`src/rtl/div_pkg.sv`:
```
// Shared definitions for the iterative divider: FSM states, step count and counter width.
package div_pkg;

  localparam int unsigned DIV_WIDTH = 32;
  localparam int unsigned DIV_STEPS = 32;
  localparam int unsigned CNT_W     = 6;

  typedef enum logic [1:0] {
    IDLE = 2'd0,
    BUSY = 2'd1,
    DONE = 2'd2
  } div_state_e;

endpackage : div_pkg

```
`src/rtl/div_step.sv`:
```
// One restoring-division iteration: shift in the next dividend bit, trial-subtract the divisor.
module div_step
  import div_pkg::*;
#(
  parameter int unsigned W = DIV_WIDTH
) (
  input  logic [W-1:0] rem_i,
  input  logic         bit_i,
  input  logic [W-1:0] divisor_i,
  output logic [W-1:0] rem_o,
  output logic         q_o
);

  logic [W:0] shifted;
  logic [W:0] trial;

  // A borrow out of the top bit means the divisor did not fit; keep the shifted remainder.
  always_comb begin
    shifted = {rem_i, bit_i};
    trial   = shifted - {1'b0, divisor_i};
    q_o     = ~trial[W];
    rem_o   = q_o ? trial[W-1:0] : shifted[W-1:0];
  end

endmodule : div_step

```
`src/rtl/divider.sv`:
```
// Multi-cycle signed/unsigned 32-bit divider for the E stage; stalls the pipe while busy.
module divider
  import div_pkg::*;
#(
  parameter int unsigned WIDTH = DIV_WIDTH
) (
  input  logic             clk,
  input  logic             rst,
  input  logic             E_div_en,
  input  logic             E_div_signed,
  input  logic [WIDTH-1:0] E_div_src_a,
  input  logic [WIDTH-1:0] E_div_src_b,
  input  logic             E_div_cancel,
  output logic             E_div_stall,
  output logic             E_div_done,
  output logic [WIDTH-1:0] E_div_lo,
  output logic [WIDTH-1:0] E_div_hi
);

  div_state_e       state_q, state_d;
  logic [CNT_W-1:0] cnt_q, cnt_d;
  logic [WIDTH-1:0] dvd_q, dvd_d;     // dividend magnitude, becomes the quotient as bits shift in
  logic [WIDTH-1:0] rem_q, rem_d;     // partial remainder
  logic [WIDTH-1:0] dsr_q, dsr_d;     // divisor magnitude
  logic [WIDTH-1:0] a_raw_q, a_raw_d; // dividend as latched, for the divide-by-zero result
  logic             q_neg_q, q_neg_d;
  logic             r_neg_q, r_neg_d;
  logic             bz_q, bz_d;
  logic             done_q, done_d;
  logic [WIDTH-1:0] lo_q, lo_d;
  logic [WIDTH-1:0] hi_q, hi_d;

  logic [WIDTH-1:0] step_rem;
  logic             step_q;
  logic [WIDTH-1:0] quo_next;
  logic             a_neg;
  logic             b_neg;

  div_step #(.W(WIDTH)) u_step (
    .rem_i     (rem_q),
    .bit_i     (dvd_q[WIDTH-1]),
    .divisor_i (dsr_q),
    .rem_o     (step_rem),
    .q_o       (step_q)
  );

  assign quo_next = {dvd_q[WIDTH-2:0], step_q};
  assign a_neg    = E_div_signed & E_div_src_a[WIDTH-1];
  assign b_neg    = E_div_signed & E_div_src_b[WIDTH-1];

  // Hazard request: held through start and all iterations, released in DONE, on cancel and in reset.
  assign E_div_stall = ~rst & E_div_en & ~E_div_cancel & (state_q != DONE);

  assign E_div_done = done_q;
  assign E_div_lo   = lo_q;
  assign E_div_hi   = hi_q;

  // Next-state, iteration datapath and result fix-up on the final step.
  always_comb begin
    state_d = state_q;
    cnt_d   = cnt_q;
    dvd_d   = dvd_q;
    rem_d   = rem_q;
    dsr_d   = dsr_q;
    a_raw_d = a_raw_q;
    q_neg_d = q_neg_q;
    r_neg_d = r_neg_q;
    bz_d    = bz_q;
    done_d  = 1'b0;
    lo_d    = lo_q;
    hi_d    = hi_q;

    unique case (state_q)
      IDLE: begin
        if (E_div_en && !E_div_cancel) begin
          state_d = BUSY;
          cnt_d   = '0;
          rem_d   = '0;
          dvd_d   = a_neg ? WIDTH'(~E_div_src_a + WIDTH'(1)) : E_div_src_a;
          dsr_d   = b_neg ? WIDTH'(~E_div_src_b + WIDTH'(1)) : E_div_src_b;
          a_raw_d = E_div_src_a;
          q_neg_d = a_neg ^ b_neg;
          r_neg_d = a_neg;
          bz_d    = (E_div_src_b == '0);
        end
      end
      BUSY: begin
        if (E_div_cancel || !E_div_en) begin
          state_d = IDLE;
        end else begin
          rem_d = step_rem;
          dvd_d = quo_next;
          cnt_d = cnt_q + CNT_W'(1);
          if (cnt_q == CNT_W'(DIV_STEPS - 1)) begin
            state_d = DONE;
            done_d  = 1'b1;
            if (bz_q) begin
              lo_d = '1;
              hi_d = a_raw_q;
            end else begin
              lo_d = q_neg_q ? WIDTH'(~quo_next + WIDTH'(1)) : quo_next;
              hi_d = r_neg_q ? WIDTH'(~step_rem + WIDTH'(1)) : step_rem;
            end
          end
        end
      end
      DONE: begin
        state_d = IDLE;
      end
      default: begin
        state_d = IDLE;
      end
    endcase
  end

  // State and datapath registers.
  always_ff @(posedge clk or posedge rst) begin
    if (rst) begin
      state_q <= IDLE;
      cnt_q   <= '0;
      dvd_q   <= '0;
      rem_q   <= '0;
      dsr_q   <= '0;
      a_raw_q <= '0;
      q_neg_q <= 1'b0;
      r_neg_q <= 1'b0;
      bz_q    <= 1'b0;
      done_q  <= 1'b0;
      lo_q    <= '0;
      hi_q    <= '0;
    end else begin
      state_q <= state_d;
      cnt_q   <= cnt_d;
      dvd_q   <= dvd_d;
      rem_q   <= rem_d;
      dsr_q   <= dsr_d;
      a_raw_q <= a_raw_d;
      q_neg_q <= q_neg_d;
      r_neg_q <= r_neg_d;
      bz_q    <= bz_d;
      done_q  <= done_d;
      lo_q    <= lo_d;
      hi_q    <= hi_d;
    end
  end

endmodule : divider

```
`config.mk`:
```
export PLATFORM = sky130hd
export DESIGN_NAME = divider
export DESIGN_NICKNAME = d
export VERILOG_FILES = /design/src/rtl/div_pkg.sv /design/src/rtl/div_step.sv /design/src/rtl/divider.sv
export SDC_FILE = /design/constraint.sdc
export NUM_CORES = 1
export LEC_CHECK = 0
export CORE_AREA = 2 2 148 150
export DETAILED_ROUTE_END_ITERATION = 8
export DIE_AREA = 0 0 150 152
export PLACE_DENSITY = 0.85
export RECOVER_POWER = 50
export SYNTH_ARGS = -nofsm -noshare
export SYNTH_HDL_FRONTEND = slang
export SYNTH_SLANG_ARGS = --single-unit
export TNS_END_PERCENT = 100
```
`constraint.sdc`:
```
create_clock -name clk -period 22.6 [get_ports clk]
set_clock_uncertainty 0.2 [all_clocks]
set_input_delay 5.65 -clock clk [delete_from_list [all_inputs] [get_ports clk]]
set_output_delay 5.65 -clock clk [all_outputs]
set_load 0.02 [all_outputs]
```
**Yosys cells after proc, flatten, opt, wreduce, memory -nomap -nowiden**

Cells that the tools add are included.

- $add $sub $neg: 6
- Multiply operators: 0
- Div/mod/pow operators: 0
- Magnitude comparators: 0
- Equality and inequality tests: 6
- Shifts and indexed selects: 0
- Multiplexer cells: 23
- Bitwise gates (word level): 14
- Reductions and logical operators: 11

Operator list:

| operator | count |
|---|---|
| 32-bit 2-to-1 mux | 11 |
| 32-bit by 1-bit adder with 32-bit output, second input constant | 4 |
| 32-bit NOT | 4 |
| 32-bit one-hot mux with 2 select lines | 2 |
| 33-bit by 32-bit subtractor with 33-bit output | 1 |
| 32-bit logical NOT | 1 |
| 6-bit 2-to-1 mux | 2 |
| 6-bit one-hot mux with 2 select lines | 1 |
| 6-bit by 1-bit adder with 6-bit output, second input constant | 1 |
| 6-bit by 5-bit == test with 1-bit output, second input constant | 1 |
| 2-bit 2-to-1 mux | 3 |
| 2-bit != test, second input constant | 3 |
| 3-bit AND reduction | 2 |
| 1-bit AND | 5 |
| 1-bit NOT | 4 |
| 2-bit one-hot mux with 2 select lines | 1 |
| 2-bit AND reduction | 2 |
| 1-bit 2-to-1 mux | 3 |
| 3-bit != test, second input constant | 1 |
| 2-bit by 1-bit == test with 1-bit output, second input constant | 1 |
| 1-bit logical NOT | 2 |
| 2-bit logical NOT | 1 |
| 2-bit nonzero test | 1 |
| 1-bit logical AND | 1 |
| other kinds (2) | 2 |

- Flip-flop bits (word level): 204
- Latch bits: 0
- Memory bits (writable): 0
- Bits in read-only memories: 0
- Bits of input ports: 69
- Word-level logic and storage cells: 72
- Memories: 0

**Depth between registers and ports, before layout**

Gate-level depths: netlist (run 1).

- Depth after elaboration: 6
- Depth in mapped cells: 24
- Gate-level depth less buffers: 21

**Hierarchy**

A second synthesis (run 1) with hierarchy kept.

- Cells, all modules: 1613
- Area total of the unflattened synthesis: 13424.1 µm²

Modules (own cells, without submodules):

| module | instances | cells each | area each (µm²) |
|---|---|---|---|
| divider | 1 | 1302 | 11168.2 |
| div_step | 1 | 311 | 2255.9 |

**Worst setup path before layout (run 1)**

OpenSTA, ideal clock, no wires.

- Path kind: input to output
- Start: in E_div_cancel
- End: out E_div_stall
- Arrival time: 6.325 ns
- Data required time: 16.750 ns
- Path slack: 10.425 ns
- Stages: 2
- Path through: nand2b_1 a211oi_1

- Word-level cells in the longest chain between the ends: 3

Ends and longest elaborated chain:

| what | RTL line | RTL |
|---|---|---|
| start, declared | divider.sv:13 | `input logic E_div_cancel,` |
| 1-bit NOT | divider.sv:52 | `assign E_div_stall = ~rst & E_div_en & ~E_div_cancel & (state_q != DONE);` |
| 1-bit AND (2 in series) | divider.sv:52 |  |
| end, declared | divider.sv:14 | `output logic E_div_stall,` |

No other way between the ends.

**Worst setup path in the final report (run 1)**

Ends and elaborated chain as after synthesis.

==> impl_metrics.csv, run 1 <==
group,metric,value,unit
clock_network,post_cts_buffers,0,
clock_network,clock_sinks,204,
outcome,violations,"capacitance limit, slew limit",
route,drt_iter0_markers,957,
final_layout,final_cell_mix,"301 x nand2_1, 204 x dfrtp_1, 174 x o21ai_0, 124 x nor2_1, 95 x a21oi_1",
route,ant_nets,0,
final_layout,layout.nets,1815,
route,avgRoutedWirePerCell,18.62,um
critical_path,crit_path_end_kind,"output port",
final_layout,n_antenna_cell,0,
yosys,synth_cell_types,65,
placed_design,gp_congestion,0.9176,
route,routed-via-count,12550,
sta,worst_slew_pin_slew,5.956,ns
sta,rsz0062_at_grt,"false",
critical_path,worst_ep_arrival_time,7.24,ns
sta,finalSetupViolations,0,
floorplanning,coreArea,21350,sq um
floorplanning,start_util,0.6199,
final_layout,final_cells,2002,
sta,fin_crit_sh,0.5790,
placed_design,portBuffers,134,
sta,fmax,76.42,MHz
critical_path,critPathLaunchType,"input pin",
yosys,synth_edf_count,0,
grt,grt_max_degree,138,
sta,period_minus_slack,13.09,ns
route,via_per_inst,6.269,
clock_network,clkTransAtPathRegs,0.06,ns
clock_network,cts_inserted_buffers,23,
clock_network,cts.path.max_buffers,3,
critical_path,worstSetupPathType,"input pin to output port",
sta,relSlewSlack,-2.992,
yosys,syn_inst,1617,
pwr,power_frac_comb,0.275,
pwr,p_seq_frac,0.390,
yosys,synth_nets,1724,
sta,finalHoldViolCount,0,
floorplanning,die_height,152,um
yosys,syn_avg_cell_area,8.185,sq um
route,drc,0,
yosys,syn-cell-area,13240,sq um
clock_network,cts_tree,"built",
placed_design,dp_hpwl,26740,um
placed_design,dpl_worst_slack,9.612,ns
grt,grt_pass1_vias,12280,
floorplanning,die_w,150,um
final_layout,syn_to_final_growth,16.80,%
yosys,async_flop_share,1.000,
clock_network,cts_root_buffer,"clkbuf_16",
pwr,netSwitchingPower,367.2,uW
yosys,ys_seq_elements,204,
min_path,min-delay-path-class,"flop to flop",
route,firstDrtPassIters,6,
final_layout,final_common_cell,"nand2_1",
route,routed_wl,37270,um
critical_path,path_max_fanout,3,
clock_network,ctsHoldBuffers,0,
clock_network,cts_resized,0,
grt,grt_pass1_wl,61350,um
sta,worst_slack,9.514,ns
pwr,p_clk_frac,0.335,
floorplanning,die-area,22800,sq um
pwr,internal_power,739.1,uW
clock_network,worstSkewPairLatency,0.51,ns
final_layout,seq_area,5105,sq um
sta,holdWs,0.2744,ns
floorplanning,rows,54,
sta,fin_tns_setup,0,ns
pwr,leakage,0.007052,uW
critical_path,required,16.75,ns
final_layout,drive_above_1_share,0.04530,
placed_design,post-place-cells,1963,
grt,track_usage,0.3295,
clock_network,htreeDepth,1,
job,drv_cap,3,
sta,slew_viol_final,286,
grt,overflow,0,
final_layout,fill_cells,1672,
outcome,status,"finished with violations",
floorplanning,ios,135,
yosys,yosysWarnings,0,
yosys,ys_seq_area_frac,0.3857,
final_layout,multi_input_area,7641,sq um
final_layout,fin_util,0.7240,
pwr,swShare,0.3319,
pwr,peakVddDrop,0.00005660,V
grt,antenna_found_initial,0,
yosys,ys.flop_type,"dfrtp_1",
pwr,cellPowerDensity,71.57,nW/um^2
final cells by class:
| type | instances | share of cell area |
|---|---|---|
| clock buffer | 32 | 0.04201 |
| clock inverter | 7 | 0.005504 |
| inverter | 55 | 0.01344 |
| multi-input combinational | 1278 | 0.4943 |
| sequential | 204 | 0.3302 |
| tap | 280 | 0.02266 |
| timing repair buffer | 146 | 0.09187 |
power groups by stage:
stage	sequential, uW	clock (uW)	combinational [uW]
floorplan	423	0	224
global placement	434	0	288
detailed placement	436	0	296
CTS	430	372	299
global route	437	388	337
finish	432	371	304
worst max-delay path, cell delays in order:
cell             delay [ns]
dlygate4sd3_1          0.53
nand2b_1               0.17
a211oi_1               0.22
clkdlybuf4s50_1        0.67
through the flow:
step	total power, uW	cell area [sq um]
4_1_cts	1101	15480
2_1_floorplan	647.4	13240
3_5_place_dp	731.8	14740
3_3_place_gp	722.2	14740
5_1_grt	1161	15460
6_report	1106	15460
per-layer routing:
layer,GRT usage,part of all wire,routed length (um),up-vias
met2,0.5412,0.48,17750,521
met1,0.4539,0.42,15760,6042
li1,-,-,-,5902
met4,0.1029,0.028,1042,0
met5,0,0,0,-
met3,0.04505,0.073,2723,86
registers in the layout, indices dropped and copies added, names as in the netlist, 2 cells and up:
name      flops
E_div_lo     32
a_raw_q      32
dsr_q        32
state_q       2
dvd_q        32
cnt_q         6
E_div_hi     32
rem_q        32
synth_stat cells (23+ instances only):
cell      instances  area (sq um)
a21oi_1          95         475.5
clkbuf_1         69         259.0
dfrtp_1         204          5105
ha_1             37         462.9
inv_1            54         202.7
mux2i_1          36         360.4
nand2_1         301          1130
nor2_1          126         473.0
nor3_1           27         135.1
o21ai_0         174         870.8
o22ai_1          34         212.7
o31ai_1          30         225.2
or4_1            23         172.7
xnor2_1          62         543.0
xor2_1           73         639.4
kinds of logic after synthesis:
kind of cell,after synthesis,synth area share
AO/OA/AOI/OAI,454,0.2090
buffers and inverters,135,0.03829
XOR/XNOR,135,0.08934
AND/OR/NAND/NOR,608,0.2080
multiplexers,43,0.03318
flip-flops,204,0.3857
adder cells (fa/ha/maj),38,0.03649
final timing paths:
kind                                 to          from  cells after the start  slack [ns]
max in group asynchronous     rem_q[29]           rst                      3       12.15
setup reg to reg           E_div_hi[16]     dvd_q[31]                     20       16.41
setup / recovery            E_div_stall  E_div_cancel                      4        9.51
min in group asynchronous  E_div_lo[10]           rst                      2        7.32
hold / removal              a_raw_q[19]   a_raw_q[19]                      2        0.27
hold reg to reg             a_raw_q[19]   a_raw_q[19]                      2        0.27
Note: power is estimated with default switching activity, not from simulation.
==> run 2, diff against run 1 <==
--- a/config.mk
+++ b/config.mk
@@ -5,10 +5,10 @@
 export SDC_FILE = /design/constraint.sdc
 export NUM_CORES = 1
 export LEC_CHECK = 0
-export CORE_AREA = 2 2 148 150
+export CORE_AREA = 2 2 155 157
 export DETAILED_ROUTE_END_ITERATION = 8
-export DIE_AREA = 0 0 150 152
-export PLACE_DENSITY = 0.85
+export DIE_AREA = 0 0 157 159
+export PLACE_DENSITY = 0.78
 export RECOVER_POWER = 50
 export SYNTH_ARGS = -nofsm -noshare
 export SYNTH_HDL_FRONTEND = slang
==> constraint.sdc (replaced) <==
create_clock -name clk -period 13.05 [get_ports clk]
set_clock_uncertainty 0.2 [all_clocks]
set_input_delay 3.2625 -clock clk [delete_from_list [all_inputs] [get_ports clk]]
set_output_delay 3.2625 -clock clk [all_outputs]
set_load 0.02 [all_outputs]
==> run 2 against run 1 <==
- the flow still finishes with violations (capacitance limit, slew limit)
- count of clock-buffer cells in the layout fell by 4
- hold slack improved by 0.0023 ns
- sequential power rose by 73%
- final area rose by 0.91%
- utilization fell by 5.1 points
- clock power rose by 93%
- setup slack got worse by 4.8 ns
- via count fell by 0.61%
- first-iteration DRC count rose by 14%
- combinational power rose by 78%
==> impl_metrics.csv, run 2 (same netlist as run 1, synthesis figures left out) <==
group,metric,value,unit
critical_path,worstSetupPathType,"input pin to output port",
clock_network,htreeDepth,1,
grt,grt_pass1_vias,11600,
route,ant_nets,0,
clock_network,cts_inserted_buffers,23,
clock_network,cts_resized,0,
floorplanning,die_w,157,um
pwr,cellPowerDensity,128.6,nW/um^2
job,drv_cap,4,
route,avgRoutedWirePerCell,19.28,um
critical_path,crit_path_end_kind,"output port",
final_layout,syn_to_final_growth,17.86,%
placed_design,portBuffers,134,
pwr,netSwitchingPower,672.2,uW
sta,period_minus_slack,8.338,ns
pwr,power_frac_comb,0.270,
critical_path,path_max_fanout,3,
route,firstDrtPassIters,6,
critical_path,cp.depth,4,
sta,fmax,119.9,MHz
grt,antenna_found_initial,4,
sta,worst_slew_pin_slew,5.808,ns
pwr,peakVddDrop,0.00007487,V
placed_design,post-place-cells,2003,
clock_network,clock_sinks,204,
route,via_per_inst,6.097,
grt,grt_pass1_wl,62190,um
sta,holdWs,0.2767,ns
route,routed_wl,39450,um
floorplanning,rows,56,
grt,overflow,0,
critical_path,ff2ff_path_depth,21,
critical_path,cp_cell_sequence,"dlygate4sd3_1 -> nand2b_1 -> a211oi_1 -> clkdlybuf4s50_1",
placed_design,dp_hpwl,28990,um
floorplanning,start_util,0.5707,
sta,fin_tns_setup,0,ns
clock_network,ctsHoldBuffers,0,
min_path,min-delay-path-class,"flop to flop",
final_layout,final_cells,2046,
final_layout,final_cell_mix,"300 x nand2_1, 204 x dfrtp_1, 174 x o21ai_0, 125 x nor2_1, 95 x a21oi_1",
sta,relSlewSlack,-2.893,
floorplanning,die-area,24960,sq um
critical_path,required,9.59,ns
outcome,violations,"capacitance limit, slew limit",
critical_path,worst-path-buf-inv,2,
critical_path,cpMaxStageDelayCell,"clkdlybuf4s50_1",
critical_path,critPathLaunch,"E_div_cancel",
floorplanning,coreArea,23190,sq um
placed_design,gp_congestion,0.9446,
final_layout,drive_above_1_share,0.04809,
critical_path,reg2reg_from,"dvd_q[31]",
route,drc,0,
pwr,design_power_total,2006,uW
critical_path,cp_top_family,"buffers and inverters",
floorplanning,ios,135,
final_layout,layout.nets,1816,
sta,rsz0062_at_grt,"false",
outcome,status,"finished with violations",
clock_network,worstSkewPairLatency,0.53,ns
pwr,p_clk_frac,0.357,
final_layout,fin_util,0.6726,
critical_path,slowest_delay,0.66,ns
sta,finalHoldViolCount,0,
pwr,internal_power,1333,uW
sta,finalSetupViolations,0,
min_path,holdPathStages,2,
grt,grt_max_degree,129,
clock_network,cts_tree,"built",
pwr,leakage,0.007097,uW
critical_path,worst_ep_arrival_time,4.88,ns
route,drt_iter0_markers,1095,
route,routed-via-count,12480,
clock_network,post_cts_buffers,0,
clock_network,cts_root_buffer,"clkbuf_16",
clock_network,clkTransAtPathRegs,0.06,ns
sta,fin_crit_sh,0.6389,
final_layout,final_common_cell,"nand2_1",
critical_path,critPathLaunchType,"input pin",
grt,track_usage,0.3132,
pwr,p_seq_frac,0.372,
min_path,hp-start,"E_div_hi[8]",
pwr,swShare,0.3351,
clock_network,cts.path.max_buffers,3,
floorplanning,die_height,159,um
sta,slew_viol_final,366,
-- run 2: layout make-up --
class | count | area [sq um]
sequential | 204 | 5105
antenna | 1 | 2.502
clock buffer | 28 | 614.3
tap | 319 | 399.1
clock inverter | 14 | 210.2
multi-input combinational | 1278 | 7636
timing repair buffer | 147 | 1424
fill | 1986 | 7594
inverter | 55 | 207.7
-- run 2: final timing paths --
check	to	slack, ns
max	E_div_stall	4.71
min	E_div_hi[8]	0.28
max reg2reg	E_div_hi[24]	6.46
min in group asynchronous	E_div_lo[23]	4.86
min reg2reg	E_div_hi[8]	0.28
max in group asynchronous	a_raw_q[15]	5.07
-- run 2: stage by stage --
| step | cell area (sq um) | setup slack (ns) |
|---|---|---|
| 5_1_grt | 15600 | 4.137 |
| 4_1_cts | 15620 | 4.809 |
| 3_3_place_gp | 14800 | 4.934 |
| 6_report | 15600 | 4.712 |
| 3_5_place_dp | 14800 | 4.806 |
| 2_1_floorplan | 13240 | 4.020 |
-- run 2: power by group through the flow --
stage | registers (uW) | logic (uW) | clock network (uW)
after floorplan | 732 | 389 | 0
after global placement | 753 | 519 | 0
after detailed placement | 756 | 528 | 0
after CTS | 745 | 532 | 721
after global routing | 755 | 597 | 751
final | 747 | 542 | 716
-- run 2: layer usage --
metal | GRT usage | up-vias | share of wire
met2 | 0.4874 | 564 | 0.46
met5 | 0 | - | 0.00096
met3 | 0.05308 | 92 | 0.081
met4 | 0.1147 | 6 | 0.033
li1 | - | 5930 | -
met1 | 0.4406 | 5883 | 0.43
-- run 2: tightest hold or removal path, cell delays in order, from the launching register on --
cell and delay (ns):
dfrtp_1 0.34, nand2_1 0.05, o21ai_0 0.06
